$ cat config.mk
export PLATFORM = sky130hd
export DESIGN_NAME = div_arbiter
export DESIGN_NICKNAME = d
export VERILOG_FILES = /design/src/rtl/div_arb_pkg.sv /design/src/rtl/rr_arbiter.sv /design/src/rtl/div_arbiter.sv
export SDC_FILE = /design/constraint.sdc
export NUM_CORES = 1
export LEC_CHECK = 0
export ABC_AREA = 1
export CAP_MARGIN = 20
export CORE_ASPECT_RATIO = 0.5
export CORE_MARGIN = 8
export CORE_UTILIZATION = 41
export DETAILED_ROUTE_END_ITERATION = 7
export GPL_TIMING_DRIVEN = 0
export PLACE_DENSITY = 0.82
export SKIP_LAST_GASP = 1
export SYNTH_ARGS = -nofsm -noshare
export SYNTH_HDL_FRONTEND = slang
export SYNTH_SLANG_ARGS = --single-unit
$ cat constraint.sdc
create_clock -name clock -period 3.87 [get_ports clock]
set_input_delay 0.387 -clock clock [delete_from_list [all_inputs] [get_ports clock]]
set_output_delay 0.387 -clock clock [all_outputs]
set_load 0.05 [all_outputs]
$ cat src/rtl/div_arb_pkg.sv
// Shared types and constants for the round-robin divider arbiter.
package div_arb_pkg;

    typedef enum logic [1:0] {
        IDLE = 2'd0,
        LOAD = 2'd1,
        BUSY = 2'd2,
        RESP = 2'd3
    } div_arb_state_t;

    localparam int DIV_ARB_TIMEOUT_CYCLES = 64;
    localparam int DIV_ARB_MAX_W          = 64;

    // All-ones pattern of the requested width, used as the divide-by-zero quotient.
    function automatic logic [DIV_ARB_MAX_W-1:0] div_arb_zero_quot(input int unsigned width);
        logic [DIV_ARB_MAX_W-1:0] v;
        v = '0;
        for (int unsigned i = 0; i < DIV_ARB_MAX_W; i++) begin
            if (i < width) v[i] = 1'b1;
        end
        return v;
    endfunction

endpackage

$ cat src/rtl/rr_arbiter.sv
// Combinational round-robin picker: first requester after last_grant, wrapping.
module rr_arbiter #(
    parameter int NUM_REQ = 4,
    parameter int IDX_W   = $clog2(NUM_REQ)
) (
    input  logic [NUM_REQ-1:0] req,
    input  logic [IDX_W-1:0]   last_grant,
    output logic [NUM_REQ-1:0] grant,
    output logic [IDX_W-1:0]   grant_idx,
    output logic               any
);

    logic [IDX_W-1:0] w_idx;

    always_comb begin
        grant     = '0;
        grant_idx = '0;
        any       = 1'b0;
        w_idx     = '0;
        for (int off = 1; off <= NUM_REQ; off++) begin
            w_idx = IDX_W'((int'(last_grant) + off) % NUM_REQ);
            if (!any && req[w_idx]) begin
                any          = 1'b1;
                grant[w_idx] = 1'b1;
                grant_idx    = w_idx;
            end
        end
    end

endmodule

$ cat src/rtl/div_arbiter.sv
// Shares one sequential divider among NUM_REQ requesters: accept, clear, issue,
// wait (with timeout) and return quotient/remainder/error to the winner.
module div_arbiter
    import div_arb_pkg::*;
#(
    parameter int NUM_REQ        = 4,
    parameter int DIVIDEND_WIDTH = 32,
    parameter int DIVISOR_WIDTH  = 32,
    parameter int TIMEOUT_CYCLES = DIV_ARB_TIMEOUT_CYCLES
) (
    input  logic                                     clock,
    input  logic                                     reset,
    input  logic [NUM_REQ-1:0]                       req_valid,
    input  logic [NUM_REQ-1:0][DIVIDEND_WIDTH-1:0]   req_dividend,
    input  logic [NUM_REQ-1:0][DIVISOR_WIDTH-1:0]    req_divisor,
    output logic [NUM_REQ-1:0]                       req_ready,
    output logic [NUM_REQ-1:0]                       resp_valid,
    output logic [DIVIDEND_WIDTH-1:0]                resp_quotient,
    output logic [DIVISOR_WIDTH-1:0]                 resp_remainder,
    output logic                                     resp_error,
    output logic                                     busy,
    output logic                                     div_reset,
    output logic [DIVIDEND_WIDTH-1:0]                div_dividend,
    output logic [DIVISOR_WIDTH-1:0]                 div_divisor,
    output logic                                     div_valid_in,
    input  logic [DIVIDEND_WIDTH-1:0]                div_quotient,
    input  logic [DIVISOR_WIDTH-1:0]                 div_remainder,
    input  logic                                     div_valid_out,
    input  logic                                     div_overflow,
    output div_arb_state_t                           dbg_state
);

    localparam int IDX_W = $clog2(NUM_REQ);
    localparam int CNT_W = $clog2(TIMEOUT_CYCLES) + 1;
    localparam logic [CNT_W-1:0]          CNT_LAST  = CNT_W'(TIMEOUT_CYCLES - 1);
    localparam logic [DIVIDEND_WIDTH-1:0] ZERO_QUOT = DIVIDEND_WIDTH'(div_arb_zero_quot(DIVIDEND_WIDTH));

    div_arb_state_t              r_state;
    logic [IDX_W-1:0]            r_grant_idx;
    logic [IDX_W-1:0]            r_last_grant;
    logic [DIVIDEND_WIDTH-1:0]   r_dividend;
    logic [DIVISOR_WIDTH-1:0]    r_divisor;
    logic [DIVIDEND_WIDTH-1:0]   r_quot;
    logic [DIVISOR_WIDTH-1:0]    r_rem;
    logic                        r_err;
    logic [CNT_W-1:0]            r_wait_cnt;

    logic [NUM_REQ-1:0]          w_grant;
    logic [IDX_W-1:0]            w_grant_idx;
    logic                        w_any;
    logic [NUM_REQ-1:0]          w_resp_oh;
    logic                        w_issue;

    rr_arbiter #(
        .NUM_REQ (NUM_REQ),
        .IDX_W   (IDX_W)
    ) u_rr (
        .req        (req_valid),
        .last_grant (r_last_grant),
        .grant      (w_grant),
        .grant_idx  (w_grant_idx),
        .any        (w_any)
    );

    always_ff @(posedge clock) begin
        if (!reset) begin
            r_state      <= IDLE;
            r_grant_idx  <= '0;
            r_last_grant <= IDX_W'(NUM_REQ - 1);
            r_dividend   <= '0;
            r_divisor    <= '0;
            r_quot       <= '0;
            r_rem        <= '0;
            r_err        <= 1'b0;
            r_wait_cnt   <= '0;
        end else begin
            case (r_state)
                IDLE: begin
                    if (w_any) begin
                        r_grant_idx  <= w_grant_idx;
                        r_last_grant <= w_grant_idx;
                        r_dividend   <= req_dividend[w_grant_idx];
                        r_divisor    <= req_divisor[w_grant_idx];
                        r_wait_cnt   <= '0;
                        // A zero divisor is answered locally and never reaches the divider.
                        if (req_divisor[w_grant_idx] == '0) begin
                            r_quot  <= ZERO_QUOT;
                            r_rem   <= '0;
                            r_err   <= 1'b1;
                            r_state <= RESP;
                        end else begin
                            r_state <= LOAD;
                        end
                    end
                end
                LOAD: r_state <= BUSY;
                BUSY: begin
                    r_wait_cnt <= r_wait_cnt + CNT_W'(1);
                    if (div_valid_out) begin
                        r_quot  <= div_quotient;
                        r_rem   <= div_remainder;
                        r_err   <= div_overflow;
                        r_state <= RESP;
                    end else if (r_wait_cnt == CNT_LAST) begin
                        r_quot  <= '0;
                        r_rem   <= '0;
                        r_err   <= 1'b1;
                        r_state <= RESP;
                    end
                end
                RESP: begin
                    r_wait_cnt <= '0;
                    r_state    <= IDLE;
                end
                default: r_state <= IDLE;
            endcase
        end
    end

    always_comb begin
        w_resp_oh              = '0;
        w_resp_oh[r_grant_idx] = 1'b1;
    end

    // Reset gating keeps strobes quiet and the divider cleared while reset is low.
    assign w_issue        = reset && ((r_state == LOAD) || (r_state == BUSY));
    assign req_ready      = (reset && r_state == IDLE) ? w_grant : '0;
    assign resp_valid     = (reset && r_state == RESP) ? w_resp_oh : '0;
    assign resp_quotient  = r_quot;
    assign resp_remainder = r_rem;
    assign resp_error     = r_err;
    assign busy           = (r_state != IDLE);
    assign div_reset      = !reset || (r_state == LOAD);
    assign div_valid_in   = reset && (r_state == BUSY);
    assign div_dividend   = w_issue ? r_dividend : '0;
    assign div_divisor    = w_issue ? r_divisor : '0;
    assign dbg_state      = r_state;

endmodule

======== Yosys cells after proc, flatten, opt, wreduce, memory -nomap -nowiden ========
Index checks and enable logic that the tools add are counted.
storage, ports and cells
  output and inout bits ................... 142
  flip-flop bits (word level) ............. 142
  bits of input ports ..................... 328
  logic and storage cells ................. 121
operators by class
  muxes and demuxes ....................... 59
  eq/ne operators ......................... 7
  bitwise operators ....................... 3
  reductions and logical operators ........ 27
  add/sub/neg operators ................... 5
  magnitude comparators ................... 11
operator list
  cell                   number
  $mux W32               11
  $bmux W32 S2           2
  $pmux W32 S2           2
  $logic_not A32 Y1      1
  $mux W4                6
  $pmux W7 S3            1
  $lt A2 B3 Y1 const B   6
  $mux W1                17
  $mux W2                8
  $logic_and A1 B1 Y1    12
  $or A4 B4 Y4           3
  $demux W1 S2           5
  $ge A2 B1 Y1 const B   5
  $bmux W1 S2            4
  $pmux W2 S4            1
  $add A7 B1 Y7 const B  1
  $eq A7 B6 Y1 const B   1
  $mux W7                1
  $reduce_and A2 Y1      3
  $add A2 B1 Y2 const B  2
  $add A2 B2 Y2 const B  2
  $eq A2 B2 Y1 const B   2
  $logic_not A1 Y1       4
  $reduce_and A4 Y1      1
  9 further kinds        11

======== Longest topological paths before layout ========
Gate-level depths: netlist of the first run.
  word-level depth ........................ 19
  gate-level depth with buffers ........... 27
  depth with buffers taken out ............ 23

======== Modules after synthesis ========
A second synthesis of the first run with hierarchy kept.
unflattened totals
  cells, all modules ...................... 1498
  area, all modules ....................... 8903.5 µm²
by module, submodules not included
  module       cells an instance  times used  area an instance (µm²)  sequential area each (µm²)
  div_arbiter  1417               1           8368.0                  2842.7
  rr_arbiter   81                 1           535.5                   0.0

======== Least setup slack after synthesis of the first run ========
OpenSTA, ideal clock, no wires.
  path type ............................... register to register
  start point ............................. reg r_last_grant[0]
  end point ............................... reg r_quot[4] (netlist: resp_quotient[4])
  buffers on the path ..................... 4
  period minus slack after synthesis ...... 2.980 ns
  setup slack ............................. 0.890 ns
  required time ........................... 3.753 ns
  arrival time ............................ 2.864 ns
  stages on the path, launching flop included .. 24
  library setup time ...................... 0.117 ns
  path through ............................ dfxtp_1 buf_6 inv_6 ha_1 nand3_2 nand2_4 inv_4 nand3_4 nand2_2 a21oi_4 buf_2 nand3_1 nand2_1 nand2_1 nor2_1 nand2_1 nor2_1 nand2_1 nand2_2 buf_6 buf_4 nand3_1 nand2_1 nor2_1
between the ends
  cells in the longest elaborated chain, start to end .. 18
  elaborated cells between the ends (all ways) .. 32
  classes of those cells .................. add/sub (4); eq/ne (2); mux (18); reduce/logical (8)
ends and longest elaborated chain
  what                             RTL line            text
  from (decl)                      div_arbiter.sv:40   logic [IDX_W-1:0] r_last_grant;
  from (signal assigned)           div_arbiter.sv:69   r_last_grant <= IDX_W'(NUM_REQ - 1);
  from (signal assigned)           div_arbiter.sv:81   r_last_grant <= w_grant_idx;
  $add A2 B1 Y2                    rr_arbiter.sv:21    w_idx = IDX_W'((int'(last_grant) + off) % NUM_REQ);
  $bmux W1 S2                      rr_arbiter.sv:22    if (!any && req[w_idx]) begin
  $mux W1 (implied by the code)    rr_arbiter.sv:22
  $mux W1                          rr_arbiter.sv:22
  $logic_not A1 Y1                 rr_arbiter.sv:22
  $logic_and A1 B1 Y1              rr_arbiter.sv:22
  $mux W1                          rr_arbiter.sv:22
  $logic_not A1 Y1                 rr_arbiter.sv:22
  (+2 left out)                    --
  $logic_not A1 Y1                 rr_arbiter.sv:22
  $logic_and A1 B1 Y1              rr_arbiter.sv:22
  $mux W2                          rr_arbiter.sv:22
  $bmux W32 S2                     div_arbiter.sv:86   if (req_divisor[w_grant_idx] == '0) begin
  $mux W32 (implied by the code)   div_arbiter.sv:86
  $logic_not A32 Y1                div_arbiter.sv:86
  $ne A2 B2 Y1 (no line)           --
  $reduce_and A4 Y1 (no line) (*)  --
  to (signal assigned)             div_arbiter.sv:100  r_quot <= div_quotient;
  to (decl)                        div_arbiter.sv:43   logic [DIVIDEND_WIDTH-1:0] r_quot;
Mark *: on every way between the ends. The rest lies on a longest branch, timed or not. The select of a mux whose other input is x is not followed.
A chain may end at the register's enable or synchronous reset.

======== Worst setup path in the final report of the first run ========
  start point ............................. reg r_last_grant[0]
  end point ............................... reg r_rem[24] (netlist: resp_remainder[24])
between the ends
  cells in the longest elaborated chain, start to end .. 18
  elaborated cells between the ends (all ways) .. 32
  classes of those cells .................. add/sub (4); eq/ne (2); mux (18); reduce/logical (8)
ends and longest elaborated chain
  what                             RTL line            text
  $add A2 B1 Y2                    rr_arbiter.sv:21
  $bmux W1 S2                      rr_arbiter.sv:22
  $mux W1 (implied by the code)    rr_arbiter.sv:22
  $mux W1                          rr_arbiter.sv:22
  $logic_not A1 Y1                 rr_arbiter.sv:22
  $logic_and A1 B1 Y1              rr_arbiter.sv:22
  $mux W1                          rr_arbiter.sv:22
  $logic_not A1 Y1                 rr_arbiter.sv:22
  (+2 left out)                    --
  $logic_not A1 Y1                 rr_arbiter.sv:22
  $logic_and A1 B1 Y1              rr_arbiter.sv:22
  $mux W2                          rr_arbiter.sv:22
  $bmux W32 S2                     div_arbiter.sv:86
  $mux W32 (implied by the code)   div_arbiter.sv:86
  $logic_not A32 Y1                div_arbiter.sv:86
  $ne A2 B2 Y1 (no line)           --
  $reduce_and A4 Y1 (no line) (*)  --
  to (signal assigned)             div_arbiter.sv:101  r_rem <= div_remainder;
  to (decl)                        div_arbiter.sv:44   logic [DIVISOR_WIDTH-1:0] r_rem;
Marked as above.

==> qor.txt, run 1 <==
Status: finished, violations left
Failing checks: design-rule violations
Top-area cell type share of the netlist area: 30.6%
FF+latch count, synth: 142
HP Start: reset
Syn_nets: 1894
Drt first-iter violations: 1037
Slew HR: 49.3%
Synthesized area: 9290 um2
Worst Max-Slew Pin Slew: 0.760 ns
Count of distinct cell types in the synthesized netlist: 39
Cell taking the most area after synthesis: dfxtp_1
Register area share after synthesis: 30.6%
Post-Syn Instances: 1554
Clock power share: 10.3%
Skew final: 0.00694 ns
Final WL: 42.1 mm
CTS sink count: 142
Vias in the first global route: 11200
First-pass GRT wire length: 62.1 mm
Worst EP required: 4.18 ns
I/O pin total: 470
R2R Path Start: r_last_grant[0]$_SDFFE_PN1P_
Slew Viols, Final: 0
# rows: 39
Die Ht: 122 um
Switching Fraction: 56.5%
Post-route ant nets: 0
Routed len/inst: 17.8 um
Via count: 12100
Startpoint types: register
Drc violations: 4
Layout cells sized above 1: 5.88%
Slowest cell delay on critical path: 0.39 ns
Gpl congestion: 0.979
Fin nets: 2384
Pint: 6.62 mW
Ys flop type: dfxtp_1
Gr ovfl total: 0
Post-cts hold buffer count: 0
Core area: 22500 um2
Synth async-reset ratio: 0%
Area Overhead vs Synth: 61.3%
Sequential share of power: 15.0%
Clk_lat worst skew: 0.43 ns
Initial antenna violation count: 2
Most instantiated cells after synthesis: 325 x nand2_1, 237 x nor2_1, 193 x nand3_1
Worst VDD drop: 0.509 mV
Worst Path Arrival: 4.02 ns
Worst path most repeated cell: nand2_1
Worst r2r path cells: 23
Top delay family on crit path: simple AND/OR/NAND/NOR gates
Initial Util: 41.2%
CP max-delay cell: ha_2
Period minus WS final: 3.71 ns
WHS Endpoint: r_wait_cnt[1]$_SDFFE_PN0P_
Cell Chain, Critical Path: buf_6 > inv_6 > ha_2 > nand3_2 > nand2_4 > inv_4 > nand3_4 > nand2_2 > a21oi_4 > buf_4 > nand3_1 > nand2_1 > nand2_1 > nor2_1 > nand2_1 > nor2_1 > nand2_1 > nand2_2 > buf_8 > buf_6 > nand3_1 > nand2_1 > nor2_1
Post-synth EDFFs: 0
Leakage: 6.58 nW
CTS clk-pin slew, worst paths: 0.06 ns
Max Freq: 270 MHz
Post-DP HPWL: 33.7 mm
Hold Path Cell Cnt: 5
Vias per std cell: 5.12
Crit share post-route: 95.8%
Worst Hold Class: primary input to register
TNS Setup: 0 ns
Psw: 8.60 mW
Drt first pass iters: 8
Chip width: 229 um
Max cap viols: 0
Synthesized area per cell: 5.98 um2
Crit path max fanout: 10
Final core utilization: 66.5%
Combinational share of power: 74.7%
# setup viols final: 0
Maximum root-to-sink buffer count: 2
Top cells by area, synth: dfxtp_1 31%, nand2_1 13%, nand3_1 10%, nor2_1 9.6%, inv_1 7.3%
Count leader, synth: nand2_1
Overall Global Routing Usage: 27.8%
CP endpoint kind: register
Die area: 28000 um2
Synth warn: 0
Largest net degree at the start of global routing: 17
R2r endpoint: resp_remainder[24]$_SDFFE_PN0P_
Htree depth: 4
Final Hold Fails: 0
PortBufs: 467
Clock Tree Root: clkbuf_16
WP buf/inv: 6
Cell Pwr Density: 1020 nW/um2
Reg-to-reg setup timing slack: 0.16 ns
CTS tree: done
CTS buffer count: 17
Critical path class: register to register
[how the worst max path moves through the flow]
stage                                       from                              end  slack, ns  cells after the start
floorplan           r_last_grant[0]$_SDFFE_PN1P_    resp_quotient[4]$_SDFFE_PN0P_       0.89                     23
global placement    r_last_grant[0]$_SDFFE_PN1P_    resp_quotient[5]$_SDFFE_PN0P_       0.08                     23
finish              r_last_grant[0]$_SDFFE_PN1P_  resp_remainder[24]$_SDFFE_PN0P_       0.16                     23
global route        r_last_grant[0]$_SDFFE_PN1P_  resp_remainder[24]$_SDFFE_PN0P_      -0.02                     23
detailed placement  r_last_grant[0]$_SDFFE_PN1P_    resp_quotient[4]$_SDFFE_PN0P_       0.05                     23
CTS                 r_last_grant[0]$_SDFFE_PN1P_  resp_remainder[24]$_SDFFE_PN0P_       0.05                     23
[per-stage QoR]
step           setup slack [ns]  power [mW]  cells  hold WS [ns]  instance area [um2]
2_1_floorplan             0.890        9.77   1554         0.462                 9290
3_3_place_gp             0.0812        13.2   2328         0.458                14400
3_5_place_dp             0.0542        13.3   2328         0.469                14400
4_1_cts                  0.0452        14.9   2360         0.427                14900
5_1_grt                 -0.0223        16.3   2365         0.477                15000
6_report                  0.163        15.2   2365         0.462                15000
[layout make-up]
| class | count | area (um2) |
|---|---|---|
| clock buffer | 20 | 437 |
| fill | 2124 | 7560 |
| inverter | 187 | 709 |
| sequential | 142 | 2850 |
| timing repair buffer | 471 | 4700 |
| multi-input combinational | 1104 | 5120 |
| antenna | 1 | 2.50 |
| tap | 307 | 384 |
| buffer | 121 | 673 |
| clock inverter | 12 | 115 |
[flip-flops by register name, indices dropped and copies added (netlist names)]
register,flops
r_dividend,32
r_divisor,32
resp_quotient,32
resp_remainder,32
r_wait_cnt,7
dbg_state,2
r_grant_idx,2
r_last_grant,2
resp_error,1
[metal layers]
metal	GRT usage [%]	part of all wire, %	up-vias
li1	-	-	5956
met1	35.0	41	5581
met2	47.4	48	484
met3	6.07	7.3	74
met4	9.59	3.1	2
met5	0	0.026	-
[power by group through the flow]
stage / Combinational, mW / Sequential (mW) / Clock, mW
6_report: 11.4 / 2.28 / 1.57
5_1_grt: 12.3 / 2.33 / 1.65
4_1_cts: 11.0 / 2.27 / 1.58
3_5_place_dp: 11.0 / 2.30 / 0
2_1_floorplan: 6.58 / 3.19 / 0
3_3_place_gp: 10.9 / 2.28 / 0
[cell families (layout without fill, tap and decap cells)]
group | count (synthesis) | count (layout) | share of synthesized area, %
and+or+nand+nor | 782 | 782 | 35.2
xor gates and xnor gates | 1 | 1 | 0.0943
adders and majority gates | 12 | 12 | 1.62
DFF | 142 | 142 | 30.6
AOI/OAI and AO/OA | 309 | 309 | 18.0
other | 0 | 1 | 0
buffers and inverters | 308 | 811 | 14.5
[repair_timing]
item                       CTS  global route
setup endpoints to repair    0            98
resized for setup            0            31
setup buffers                0             4
[placed cells by master, fill, tap and decap left out, types with 4 or more instances in the layout]
master	Yosys	final
clkdlybuf4s50_1	0	467
nand2_1	325	323
nor2_1	237	237
nand3_1	193	192
inv_1	181	181
dfxtp_1	142	140
o21ai_0	134	134
a21oi_1	118	118
clkbuf_1	68	65
o22ai_1	34	34
buf_6	17	18
clkbuf_16	0	17
buf_2	18	13
ha_1	12	11
nand2_2	8	10
buf_4	6	10
a21oi_2	10	10
clkbuf_2	0	9
nor3_1	8	8
buf_1	11	8
clkinv_4	0	4
[worst reg2reg max path, delay by kind of cell (launching register included)]
kind	cells	cell delay, ns
AOI/OAI and AO/OA	1	0.31
and+or+nand+nor	15	1.59
DFF	1	0.38
buffers and inverters	6	0.92
adders and majority gates	1	0.39
(Power assumes the default switching activity.)
==> run 2: changes to the inputs <==
- CORE_AREA: default -> 2 2 183 185
- CORE_ASPECT_RATIO: 0.5 -> default
- CORE_MARGIN: 8 -> default
- CORE_UTILIZATION: 41 -> default
- DIE_AREA: default -> 0 0 185 187
- PLACE_DENSITY: 0.82 -> default
==> run 2 against run 1 <==
  * The flow now finishes without violations
  * Worst hold slack better by 0.0064 ns
  * Non-clock buffer count decreased by 3
  * Sequential power about the same
  * Sequential share of layout area shrank 0.23 points
  * Total power up 0.56%
  * Register-to-register slack better by 0.13 ns
  * Largest cell class unchanged
==> qor.txt, run 2 (synthesis gave the netlist of run 1 again) <==
PortBufs: 467 (unchanged)
First-pass GRT wire length: 63.2 mm (+1.7%)
Most frequent cells in the layout: 466 x clkdlybuf4s50_1, 324 x nand2_1, 237 x nor2_1, 191 x nand3_1, 181 x inv_1
Area Overhead vs Synth: 63.2%
Leakage: 6.57 nW (-0.10%)
Layout cells sized above 1: 5.55% (-0.33 points)
Worst EP required: 3.48 ns (-0.70 ns)
Post-DP HPWL: 34.6 mm (+2.7%)
CTS clk-pin slew, worst paths: 0.07 ns (about the same)
Ant. Diodes: 0 (-1)
Skew final: 0.0111 ns (+0.00417 ns)
Post-cts hold buffer count: 0 (unchanged)
Worst Max-Slew Pin Slew: 0.670 ns (-0.0906 ns)
Die Ht: 187 um (+53%)
Crit share post-route: 94.3% (-1.5 points)
Slew HR: 55.3% (+6.0 points)
CTS sink count: 142 (unchanged)
Fillers: 3414 (+61%)
Final Hold Fails: 0 (unchanged)
Worst Hold Class: primary input to register
Drt first-iter violations: 770 (-26%)
Clock Tree Root: clkbuf_16
CTS tree: done
RSZ-0062 raised after global routing: false
Most common cell after layout, fill and taps aside: clkdlybuf4s50_1
Final Instance Count excl. Fillers: 2502 (+5.8%)
Final WL: 42.2 mm (+0.24%)
Drc violations: 0 (-4)
Initial Util: 28.3% (-13 points)
Drt first pass iters: 5 (-3)
Startpoint types: register
Chip width: 185 um (-19%)
# setup viols final: 0 (unchanged)
Max Freq: 274 MHz (+1.6%)
Initial antenna violation count: 0 (-2)
Slew Viols, Final: 0 (unchanged)
Cell Pwr Density: 1010 nW/um2 (-0.67%)
Vias per std cell: 4.73 (-7.4%)
Fin nets: 2381 (-0.13%)
Worst Path Arrival: 3.26 ns (-0.76 ns)
Period minus WS final: 3.65 ns (-0.0572 ns)
Placed Cells incl. Taps: 2469 (+6.1%)
Gr ovfl total: 0 (unchanged)
Worst VDD drop: 0.682 mV (+34%)
Crit path max fanout: 10 (unchanged)
Overall power: 15.3 mW (+0.56%)
Via count: 11800 (-2.1%)
Core area: 32900 um2 (+46%)
I/O pin total: 470 (unchanged)
Gpl congestion: 0.900 (-8.1%)
Maximum root-to-sink buffer count: 2 (unchanged)
Clk_lat worst skew: 0.43 ns (about the same)
# rows: 67 (+72%)
Htree depth: 4 (unchanged)
Reg-to-reg setup timing slack: 0.29 ns (+0.13 ns)
Post-route ant nets: 0 (unchanged)
Die area: 34600 um2 (+23%)
Largest net degree at the start of global routing: 17 (unchanged)
Final core utilization: 46.2% (-20 points)
CP endpoint kind: output port
Routed len/inst: 16.9 um (-5.2%)
Max cap viols: 0 (unchanged)
Vias in the first global route: 11400 (+1.8%)
Final worst slack: 0.220 ns (+0.0572 ns)
Pre-CTS setup slack: -0.164 ns (-0.218 ns)
CTS buffer count: 17 (unchanged)
Overall Global Routing Usage: 23.6% (-4.2 points)
Critical path class: register to output port
Status: complete, no violations
==> run 2: changes by cell type in the layout (fill, tap and decap cells not counted), sizes merged <==
cell           delta
clkinvlp          +1
dlymetal6s2s      +1
inv               +7
clkdlybuf4s50     -1
diode             -1
clkbuf            -9
buf               +4
clkinv            -6
==> run 2: worst max-delay path, cell delays in order (launching register included) <==
cell             delay, ns
dfxtp_2               0.37
buf_6                 0.16
inv_6                 0.07
ha_4                  0.31
inv_2                 0.05
nand2_2               0.09
nand2_4               0.08
inv_4                 0.11
nand3_2               0.10
nor2_1                0.25
inv_1                 0.10
nor2_1                0.08
o21ai_0               0.14
inv_1                 0.09
clkdlybuf4s50_1       0.83
==> run 2: per-layer routing <==
layer	vias up	part of all wire, %	global-route usage (%)	routed length (um)
li1	5956	-	-	-
met2	432	48	41.2	20300
met5	-	0	0	0
met1	5368	41	27.8	17500
met4	0	4.3	11.0	1820
met3	89	6.1	4.34	2580
==> run 2: path summary, 6_finish.rpt <==
check	start	to	cells past startpoint
worst max-delay path	r_last_grant[0]$_SDFFE_PN1P_	req_ready[2]	14
worst min-delay path	reset	r_wait_cnt[1]$_SDFFE_PN0P_	5
worst max register to register	r_last_grant[0]$_SDFFE_PN1P_	resp_quotient[5]$_SDFFE_PN0P_	26
worst min register to register	resp_quotient[7]$_SDFFE_PN0P_	resp_quotient[7]$_SDFFE_PN0P_	2
==> run 2: cell type report <==
type | count | area, um2 | share of cell area (%)
Sequential cell | 142 | 2850 | 18.8
Inverter | 187 | 709 | 4.68
Clock inverter | 14 | 146 | 0.965
Tap cell | 448 | 561 | 3.69
Multi-Input combinational cell | 1104 | 5140 | 33.9
Clock buffer | 18 | 429 | 2.83
Timing Repair Buffer | 469 | 4690 | 30.9
Buffer | 120 | 652 | 4.30
==> run 2: metrics by stage <==
step                setup TNS (ns)  hold slack, ns  area (um2)
finish                           0           0.469       15200
global route                     0           0.507       15200
CTS                       -0.00716           0.454       15100
detailed placement           -7.16           0.467       14500
global placement             -4.06           0.460       14500
floorplan                        0           0.462        9290
==> run 2: timing repair <==
item	4_1_cts	5_1_grt
gates resized for setup	5	13
pin swaps	1	0
setup buffers	1	1
gates cloned	0	0
setup endpoints to repair	77	73
==> run 2: power breakdown <==
group          switching, mW  leakage (nW)  internal (mW)  total (mW)
Combinational           7.70          5.12           3.66        11.4
Sequential             0.261          1.17           2.02        2.28
Clock                  0.752         0.276          0.912        1.66
Total                   8.71          6.57           6.59        15.3
==> run 3: changes to the inputs <==
- CAP_MARGIN: 20 -> default
- CORE_AREA: 2 2 183 185 -> 2 2 182 184
- DIE_AREA: 0 0 185 187 -> 0 0 184 186
- SETUP_SLACK_MARGIN: default -> 0.4
- SYNTH_HIERARCHICAL: default -> 1
==> run 3 against run 2 <==
  * Total power increased by 19%
  * Critical endpoint is now resp_quotient[10]$_SDFFE_PN0P_
  * Critical path type is now register to register
  * Die area fell by 1.1%
  * Wire length up 8.7%
  * Synthesized cell count is 3.6% lower
==> qor.txt, run 3 <==
Status: complete, no violations
Switching Fraction: 54.6% (-2.3 points)
Post-DP HPWL: 35.6 mm (+2.7%)
Top cells by area, synth: dfxtp_1 32%, nand2_1 13%, nor2_1 11%, a21oi_1 8.7%, nand3_1 7.4%
Hold Path Cell Cnt: 2 (-3)
Htree depth: 4 (unchanged)
WL met3: 2.74 mm (+6.0%)
Skew final: 0.0200 ns (+0.00890 ns)
Drc violations: 0 (unchanged)
Clock Tree Root: clkbuf_16
# setup viols final: 0 (unchanged)
Synth warn: 6 (+6)
Slowest cell delay on critical path: 0.35 ns (-0.48 ns)
Max cap viols: 0 (unchanged)
Final Instance Count excl. Fillers: 2454 (-1.9%)
Worst EP required: 4.19 ns (+0.71 ns)
Initial antenna violation count: 1 (+1)
Gr ovfl total: 0 (unchanged)
Vias per std cell: 4.79 (+1.1%)
Gpl congestion: 0.906 (+0.68%)
Worst r2r path cells: 25 (-3.8%)
Top-area cell type share of the netlist area: 31.9% (+1.3 points)
Cell Pwr Density: 1110 nW/um2 (+10%)
Routed len/inst: 18.7 um (+11%)
Drt first-iter violations: 577 (-25%)
Synthesized area per cell: 5.94 um2 (-0.62%)
First-pass GRT wire length: 64.5 mm (+2.1%)
Via count: 11800 (-0.80%)
Crit path max fanout: 10 (unchanged)
TNS Setup: 0 ns (unchanged)
Synth async-reset ratio: 0% (unchanged)
Met1 Wirelength: 18.3 mm (+4.3%)
Chip width: 184 um (-0.54%)
CTS clk-pin slew, worst paths: 0.06 ns (about the same)
Area Overhead vs Synth: 83.4%
Core area: 32200 um2 (-2.0%)
PortBufs: 467 (unchanged)
Most common cell after layout, fill and taps aside: clkdlybuf4s50_1
Die Ht: 186 um (-0.53%)
Combinational share of power: 78.0% (+3.8 points)
CP max-delay cell: dfxtp_4
Leakage: 7.79 nW (+19%)
Layout cells sized above 1: 14.6% (+9.0 points)
FF+latch count, synth: 142 (unchanged)
Clk_lat worst skew: 0.42 ns (about the same)
Fillers: 3246 (-4.9%)
Maximum root-to-sink buffer count: 2 (unchanged)
Placed Cells incl. Taps: 2373 (-3.9%)
Fin nets: 2374 (-0.29%)
I/O pin total: 470 (unchanged)
Register area share after synthesis: 31.9% (+1.3 points)
CTS tree: done
Final WL: 45.9 mm (+8.7%)
Count leader, synth: nand2_1
Drt first pass iters: 5 (unchanged)
Overall Global Routing Usage: 24.9% (+1.2 points)
Worst Path Arrival: 3.75 ns (+0.49 ns)
Initial Util: 27.6% (-0.64 points)
Crit share post-route: 88.8% (-5.5 points)
Max Freq: 291 MHz (+6.2%)
Sequential share of power: 13.0% (-1.9 points)
Post-route ant nets: 0 (unchanged)
# rows: 66 (-1.5%)
Final hold slack: 0.470 ns (+0.00170 ns)
CTS sink count: 142 (unchanged)
Post-synth EDFFs: 0 (unchanged)
Vias in the first global route: 11100 (-2.8%)
Synthesized area: 8900 um2 (-4.2%)
RSZ-0062 raised after global routing: true
Top Layer Used: met4
Final Hold Fails: 0 (unchanged)
Syn_nets: 1840 (-2.9%)
Slew Viols, Final: 0 (unchanged)
Ys flop type: dfxtp_1
CTS buffer count: 17 (unchanged)
Psw: 9.91 mW (+14%)
Post-Syn Instances: 1498 (-3.6%)
Worst Max-Slew Pin Slew: 0.650 ns (-0.0195 ns)
Routed wl met2: 23.6 mm (+16%)
CP endpoint kind: register
Cell taking the most area after synthesis: dfxtp_1
Post-cts hold buffer count: 0 (unchanged)
Count of distinct cell types in the synthesized netlist: 32 (-18%)
Die area: 34200 um2 (-1.1%)
DP Area: 14100 um2 (-3.0%)
Clock power share: 9.0% (-1.9 points)
Most instantiated cells after synthesis: 309 x nand2_1, 262 x nor2_1, 167 x inv_1
Worst Hold Class: register to register
Overall power: 18.2 mW (+19%)
Period minus WS final: 3.44 ns (-0.212 ns)
Startpoint types: register
Largest net degree at the start of global routing: 17 (unchanged)
Worst VDD drop: 0.577 mV (-15%)
Pint: 8.24 mW (+25%)
Critical path class: register to register
Final instance area: 16300 um2 (+7.6%)
Slew HR: 56.7% (+1.3 points)
Most frequent cells in the layout: 412 x clkdlybuf4s50_1, 248 x nand2_1, 239 x nor2_1, 166 x inv_1, 140 x dfxtp_1
run 3: area by class of cell:
type                       count  area (um2)  share of cell area, %
multi-input combinational   1073        5570                   34.1
timing repair buffer         514        5340                   32.7
sequential                   142        2850                   17.5
buffer                       109         808                   4.95
inverter                     175         683                   4.18
tap                          408         510                   3.13
clock buffer                  18         429                   2.63
clock inverter                14         134                  0.820
antenna                        1        2.50                 0.0153
run 3: repair_timing:
action / in CTS / in global routing
cloned: 1 / 13
setup endpoints to repair: 128 / 152
resized for setup: 96 / 253
pin swaps: 8 / 71
buffers inserted: 8 / 26
run 3: per-layer routing:
layer / vias up / track usage (%)
met5: - / 0
met4: 0 / 6.98
met3: 58 / 4.89
met2: 429 / 46.3
met1: 5421 / 28.7
li1: 5842 / -
run 3: path summary, 6_finish.rpt:
check / startpoint / endpoint / slack, ns
worst min register to register: resp_remainder[10]$_SDFFE_PN0P_ / resp_remainder[10]$_SDFFE_PN0P_ / 0.47
worst max-delay path: r_last_grant[0]$_SDFFE_PN1P_ / resp_quotient[10]$_SDFFE_PN0P_ / 0.43
worst min-delay path: resp_remainder[10]$_SDFFE_PN0P_ / resp_remainder[10]$_SDFFE_PN0P_ / 0.47
worst max register to register: r_last_grant[0]$_SDFFE_PN1P_ / resp_quotient[10]$_SDFFE_PN0P_ / 0.43
run 3: stage by stage:
stage,utilization (%),worst slack (ns)
final,50.7,0.432
after global routing,50.7,0.230
after CTS,46.5,0.396
after detailed placement,43.7,-0.914
after global placement,43.7,-0.873
after floorplan,-,0.635
run 3: power by group through the flow:
stage / Clock (mW) / Combinational, mW / Sequential, mW
after floorplan: 0 / 6.45 / 3.25
after global placement: 0 / 11.1 / 2.37
after detailed placement: 0 / 11.2 / 2.38
after CTS: 1.65 / 11.8 / 2.35
after global routing: 1.73 / 15.2 / 2.42
final: 1.63 / 14.2 / 2.36
run 3: critical path: cells and delay by family (launching register included):
family        cells  cell delay [ns]
fa+ha+maj         1             0.29
buf+inv           8             0.94
flops             1             0.35
simple gates     16             1.71
run 3: cell families after synthesis:
group	Yosys count	share of synthesized area [%]
and+or+nand+nor	730	33.9
xor gates and xnor gates	2	0.197
buffers and inverters	284	13.0
DFF	142	31.9
adders and majority gates	14	1.97
AOI/OAI and AO/OA	326	19.0
